--- config.mk ---
export PLATFORM = sky130hd
export DESIGN_NAME = fifo_burst_writer
export DESIGN_NICKNAME = d
export VERILOG_FILES = /design/src/rtl/ccd_prod_pkg.sv /design/src/rtl/fifo_burst_writer.sv
export SDC_FILE = /design/constraint.sdc
export NUM_CORES = 1
export LEC_CHECK = 0
export ABC_AREA = 0
export CAP_MARGIN = 20
export CORE_MARGIN = 5
export CORE_UTILIZATION = 55
export DETAILED_ROUTE_END_ITERATION = 8
export HOLD_SLACK_MARGIN = 0.15
export PLACE_DENSITY_LB_ADDON = 0.12
export SLEW_MARGIN = 20
export SYNTH_ARGS = -nofsm -noshare
export SYNTH_HDL_FRONTEND = slang
export SYNTH_SLANG_ARGS = --single-unit
--- constraint.sdc ---
create_clock -name PROD_CLK -period 5.55 [get_ports PROD_CLK]
set_input_delay 1.665 -clock PROD_CLK [delete_from_list [all_inputs] [get_ports PROD_CLK]]
set_output_delay 1.665 -clock PROD_CLK [all_outputs]
set_load 0.01 [all_outputs]
--- src/rtl/ccd_prod_pkg.sv ---
// Shared definitions for the producer-side FIFO write engine.
//   prod_state_e    : write-engine FSM states
//   calc_lw()       : width of a burst-length / word-count field for a given max burst
//   DEF_DATA_WIDTH  : default FIFO data width
//   DEF_MAX_BURST   : default maximum words per burst
package ccd_prod_pkg;

  localparam int DEF_DATA_WIDTH = 8;
  localparam int DEF_MAX_BURST  = 1024;

  typedef enum logic [1:0] {
    ST_IDLE,
    ST_WRITE,
    ST_GAP,
    ST_DONE
  } prod_state_e;

  // Enough bits to hold every value 0..max_burst inclusive.
  function automatic int calc_lw(input int max_burst);
    return $clog2(max_burst + 1);
  endfunction

endpackage

--- src/rtl/fifo_burst_writer.sv ---
// Producer-domain burst write engine feeding the async FIFO write port.
// Generates seed*k+1 (mod 2^W) for k = 0..len-1, honours FIFO full and
// inserts a programmable idle gap between writes.
//
// Ports:
//   PROD_CLK    in   producer clock
//   PROD_RST    in   synchronous active-high reset
//   I_START     in   burst request, sampled in IDLE only
//   I_BURST_LEN in   words per burst (clamped to P_MAX_BURST), latched on start
//   I_SEED      in   pattern multiplier, latched on start
//   I_WR_IDLE   in   idle cycles after each non-final write, latched on start
//   I_FULL      in   FIFO full, already synchronous to PROD_CLK
//   O_WR_EN     out  FIFO write strobe (WRITE state and not full)
//   O_WR_DATA   out  FIFO write data
//   O_BUSY      out  high outside IDLE
//   O_DONE      out  one-cycle pulse after the last write
//   O_COUNT     out  words accepted in the current/last burst
//
// state | meaning
// ------+-------------------------------------------------------------
// IDLE  | waiting for I_START; count/data hold the last burst's values
// WRITE | strobing the FIFO whenever it is not full
// GAP   | counting idle cycles between two writes, full is ignored
// DONE  | one-cycle completion pulse, start requests ignored
module fifo_burst_writer
  import ccd_prod_pkg::*;
#(
  parameter int P_DATA_WIDTH = DEF_DATA_WIDTH,
  parameter int P_MAX_BURST  = DEF_MAX_BURST,
  parameter int P_IDLE_WIDTH = 4
) (
  input  logic                                PROD_CLK,
  input  logic                                PROD_RST,
  input  logic                                I_START,
  input  logic [calc_lw(P_MAX_BURST)-1:0]     I_BURST_LEN,
  input  logic [P_DATA_WIDTH-1:0]             I_SEED,
  input  logic [P_IDLE_WIDTH-1:0]             I_WR_IDLE,
  input  logic                                I_FULL,
  output logic                                O_WR_EN,
  output logic [P_DATA_WIDTH-1:0]             O_WR_DATA,
  output logic                                O_BUSY,
  output logic                                O_DONE,
  output logic [calc_lw(P_MAX_BURST)-1:0]     O_COUNT
);

  localparam int LW = calc_lw(P_MAX_BURST);

  localparam logic [LW-1:0]           MAX_LEN  = LW'(P_MAX_BURST);
  localparam logic [LW-1:0]           LEN_ONE  = LW'(1);
  localparam logic [P_DATA_WIDTH-1:0] DATA_ONE = P_DATA_WIDTH'(1);
  localparam logic [P_IDLE_WIDTH-1:0] GAP_ONE  = P_IDLE_WIDTH'(1);

  prod_state_e               state_q;
  logic [LW-1:0]             len_q;
  logic [P_DATA_WIDTH-1:0]   seed_q;
  logic [P_IDLE_WIDTH-1:0]   idle_q;
  logic [P_IDLE_WIDTH-1:0]   gap_q;
  logic [LW-1:0]             count_q;
  logic [P_DATA_WIDTH-1:0]   data_q;

  logic [LW-1:0]             start_len;
  logic [LW-1:0]             count_d;
  logic                      wr_en;

  assign start_len = (I_BURST_LEN > MAX_LEN) ? MAX_LEN : I_BURST_LEN;
  assign count_d   = count_q + LEN_ONE;
  // Combinational from I_FULL so a write is never issued into a full FIFO.
  assign wr_en     = (state_q == ST_WRITE) && !I_FULL;

  always_ff @(posedge PROD_CLK) begin
    if (PROD_RST) begin
      state_q <= ST_IDLE;
      len_q   <= '0;
      seed_q  <= '0;
      idle_q  <= '0;
      gap_q   <= '0;
      count_q <= '0;
      data_q  <= '0;
    end else begin
      case (state_q)
        ST_IDLE: begin
          if (I_START) begin
            len_q   <= start_len;
            seed_q  <= I_SEED;
            idle_q  <= I_WR_IDLE;
            count_q <= '0;
            data_q  <= DATA_ONE;  // seed*0 + 1
            state_q <= (start_len == '0) ? ST_DONE : ST_WRITE;
          end
        end
        ST_WRITE: begin
          if (wr_en) begin
            count_q <= count_d;
            // Pre-compute the next word so it is ready when WRITE resumes.
            data_q  <= seed_q * P_DATA_WIDTH'(count_d) + DATA_ONE;
            if (count_d == len_q) begin
              state_q <= ST_DONE;
            end else if (idle_q != '0) begin
              state_q <= ST_GAP;
              gap_q   <= idle_q;
            end
          end
        end
        ST_GAP: begin
          gap_q <= gap_q - GAP_ONE;
          if (gap_q == GAP_ONE) begin
            state_q <= ST_WRITE;
          end
        end
        ST_DONE: begin
          state_q <= ST_IDLE;
        end
        default: begin
          state_q <= ST_IDLE;
        end
      endcase
    end
  end

  assign O_WR_EN   = wr_en;
  assign O_WR_DATA = data_q;
  assign O_BUSY    = (state_q != ST_IDLE);
  assign O_DONE    = (state_q == ST_DONE);
  assign O_COUNT   = count_q;

endmodule
==> flow_metrics.env <==
export IMPL_postSynth_topFlopCell="sky130_fd_sc_hd__dfxtp_1"
export IMPL_area_of_combinational_cells_with_multiple_inputs_sq_um=2278
export IMPL_most_common_layout_cells="sky130_fd_sc_hd__nand2_1, sky130_fd_sc_hd__dfxtp_1, sky130_fd_sc_hd__clkdlybuf4s50_1"
export IMPL_cts_inserted_buffers=5
export IMPL_setup_violations=0
export IMPL_place_detailed_hpwl_um=6105
export IMPL_cts_tree="done"
export IMPL_timing_final_crit_share_pct=88.46
export IMPL_critical_path_endpoint_type="flop"
export IMPL_critPathLaunch="O_COUNT[1]"
export IMPL_critPathRequiredTime_ns=5.74
export IMPL_insertion_delay_ns=0.30
export IMPL_cts_setup_buffers=0
export IMPL_clock_sink_count=48
export IMPL_max_clock_path_buffers=2
export IMPL_clock_tree_root_cell="sky130_fd_sc_hd__clkbuf_8"
export IMPL_sequential_cell_area_in_the_final_layout_sq_um=960.9
export IMPL_timing_fmax_ghz=0.2037
export IMPL_cts_hold_repair_buffers=0
export IMPL_synth_nets=481
export IMPL_avgSynthCellArea_sq_um=8.152
export IMPL_grt_setup_unrepaired="no"
export IMPL_grt_pass1_vias=2992
export IMPL_synth_top_area_cell="sky130_fd_sc_hd__dfxtp_1"
export IMPL_count_of_fill_cells_added_during_filler_insertion=518
export IMPL_final_common_cell="sky130_fd_sc_hd__nand2_1"
export IMPL_fp_coreArea_sq_um=5991
export IMPL_finish_net_count=519
export IMPL_clkTransAtPathRegs_ns=0.09
export IMPL_post_cts_resized=0
export IMPL_wp_data_arrival_ns=5.10
export IMPL_globalplace_congestion=0.8631
export IMPL_maximum_number_of_pins_on_one_net_before_global_route_repair=30
export IMPL_floorplan_initialDensity_pct=57.29
export IMPL_wire_length_of_the_first_global_routing_pass_um=13800
export IMPL_power_per_cell_area_nw_per_um2=198.1
export IMPL_ant_nets=0
export IMPL_firstDrtPassIters=4
export IMPL_skew_ns=0.002472
export IMPL_yosys_area_top_type_share_pct=28.00
export IMPL_worstHoldStart="O_WR_DATA[1]"
export IMPL_leakagePower_uw=0.001588
export IMPL_antennaDiodeCount=0
export IMPL_die_area_sq_um=7920
export IMPL_worstHoldPathType="flop to flop"
export IMPL_die_y_um=89.00
export IMPL_synth_area_top_cells="sky130_fd_sc_hd__dfxtp_1, sky130_fd_sc_hd__ha_1, sky130_fd_sc_hd__fa_1"
export IMPL_drt_wl_total_um=8120
export IMPL_cts_htree_levels=2
export IMPL_hold_viol=0
export IMPL_synthArstFlopShare_pct=0
export IMPL_detailedRoute_firstIterationViolations=124
export IMPL_run_status="complete, no violations"
export IMPL_antenna_violations_before_repair=0
export IMPL_synth_seq_cells=48
export IMPL_port_buffers=48
export IMPL_die_width_um=89.00
export IMPL_drc_errors=0
export IMPL_timing_setup_tns_ns=0
export IMPL_worst_slew_pin_slew_ns=1.099
export IMPL_area_growth_synth_to_final_pct=17.83
export IMPL_vias_per_cell=5.652
export IMPL_post_layout_total_power_uw=801.2
export IMPL_grt_use_total_pct=22.21
export IMPL_mappedNetlistArea_sq_um=3432
export IMPL_crit_path_max_fanout=8
export IMPL_maxSlewViolCount=0
export IMPL_setup_worst_path_class="flop to flop"
export IMPL_unique_cell_type_count_in_the_yosys_netlist=51
export IMPL_netlist_instances=421
export IMPL_min_period_ns=4.910
export IMPL_ioPinCount=49
export IMPL_startpoint_type="flop"
export IMPL_number_of_flops_mapped_to_enable_cells_by_yosys=0
export IMPL_detailroute_via_count=3018
export IMPL_max_slew_margin_rel_pct=26.44
export IMPL_routedWlPerCell_um=15.21
export IMPL_yosysWarnings=0
export IMPL_grt_overflow=0
export IMPL_share_of_layout_cells_above_drive_strength_1_pct=5.447
export IMPL_ir_drop_v=0.0001476
export IMPL_synth_seq_area_share_pct=28.00
export IMPL_number_of_core_rows=28
export IMPL_origin_of_the_critical_flop_to_flop_path="O_COUNT[1]"
export IMPL_maxCapViolations=0
final cells by class:
class                           instances  share of cell area, %
Inverter                               29                  2.692
Sequential cell                        48                  23.76
Multi-Input combinational cell        323                  56.34
Clock buffer                            7                  2.382
Timing Repair Buffer                   52                  12.50
Tap cell                               75                  2.321
cell families (layout without fill, tap and decap cells):
kind of cell | count (synthesis) | count (layout) | share of synthesized area [%]
muxes | 5 | 5 | 1.495
xor gates and xnor gates | 27 | 27 | 8.494
AOI/OAI and AO/OA | 83 | 83 | 16.00
DFF | 48 | 48 | 28.00
and+or+nand+nor | 175 | 175 | 25.74
buffers and inverters | 50 | 88 | 5.614
adders and majority gates | 33 | 33 | 14.66
synthesized netlist by cell type (2+ instances only):
library cell and instances:
sky130_fd_sc_hd__a211oi_1 4, sky130_fd_sc_hd__a21boi_0 2, sky130_fd_sc_hd__a21o_1 2, sky130_fd_sc_hd__a21oi_1 40
sky130_fd_sc_hd__a22oi_1 9, sky130_fd_sc_hd__a311oi_1 3, sky130_fd_sc_hd__and2_1 11, sky130_fd_sc_hd__buf_2 4
sky130_fd_sc_hd__clkbuf_1 17, sky130_fd_sc_hd__dfxtp_1 48, sky130_fd_sc_hd__fa_1 12, sky130_fd_sc_hd__ha_1 21
sky130_fd_sc_hd__inv_1 29, sky130_fd_sc_hd__mux2i_1 4, sky130_fd_sc_hd__nand2_1 63, sky130_fd_sc_hd__nand2b_1 6
sky130_fd_sc_hd__nand3_1 12, sky130_fd_sc_hd__nand3b_1 7, sky130_fd_sc_hd__nand4_1 2, sky130_fd_sc_hd__nor2_1 33
sky130_fd_sc_hd__nor2_4 2, sky130_fd_sc_hd__nor2b_1 15, sky130_fd_sc_hd__nor3_1 7, sky130_fd_sc_hd__nor4_1 6
sky130_fd_sc_hd__o21ai_0 8, sky130_fd_sc_hd__o22ai_1 2, sky130_fd_sc_hd__or3_1 4, sky130_fd_sc_hd__xnor2_1 19
sky130_fd_sc_hd__xnor3_1 4, sky130_fd_sc_hd__xor2_1 4
flip-flops by register name, indices dropped and copies added, names as in the netlist:
signal / flops
idle_q: 4
O_COUNT: 11
len_q: 11
gap_q: 4
O_WR_DATA: 8
seed_q: 8
state_q: 2
critical path, stage by stage, from the launching register on:
cell and delay, ns:
sky130_fd_sc_hd__dfxtp_1 0.42, sky130_fd_sc_hd__ha_1 0.35, sky130_fd_sc_hd__nand3_1 0.18, sky130_fd_sc_hd__xnor2_1 0.39
sky130_fd_sc_hd__nand2_1 0.14, sky130_fd_sc_hd__fa_1 0.47, sky130_fd_sc_hd__fa_1 0.54, sky130_fd_sc_hd__inv_1 0.05
sky130_fd_sc_hd__fa_1 0.46, sky130_fd_sc_hd__fa_1 0.49, sky130_fd_sc_hd__ha_1 0.34, sky130_fd_sc_hd__a21oi_1 0.24
sky130_fd_sc_hd__xnor2_1 0.15, sky130_fd_sc_hd__xnor3_1 0.40, sky130_fd_sc_hd__a22oi_1 0.14, sky130_fd_sc_hd__nor2_1 0.05
stage by stage:
stage	setup WS, ns	std cells	utilization (%)	hold slack (ns)	instance area (sq um)
CTS	0.6213	534	67.59	0.4575	4049
floorplan	0.9546	421	-	0.4318	3432
detailed placement	0.6627	527	65.98	0.4448	3953
finish	0.6404	534	67.50	0.4531	4044
global placement	0.8024	527	65.98	0.4413	3953
global route	0.2357	534	67.50	0.4915	4044
per-layer routing:
layer	wire [um]	track usage [%]	vias up	share of wire, %
met1	3611	28.25	1414	44
li1	-	-	1512	-
met5	0	0	-	0
met3	470	3.779	12	5.8
met4	163	8.796	0	2.0
met2	3875	37.52	80	48
where the power goes:
group | switching (uW) | internal (uW)
Combinational | 106 | 78.4
Sequential | 22.0 | 363
Clock | 120 | 111
Total | 248 | 553
path summary, 6_finish.rpt:
check                               endpoint  slack, ns  cells past startpoint
worst max register to register  O_WR_DATA[7]       0.64                     15
worst min-delay path            O_WR_DATA[1]       0.45                      2
worst min register to register  O_WR_DATA[1]       0.45                      2
worst max-delay path            O_WR_DATA[7]       0.64                     15
Power figures use the tool's default switching activity.
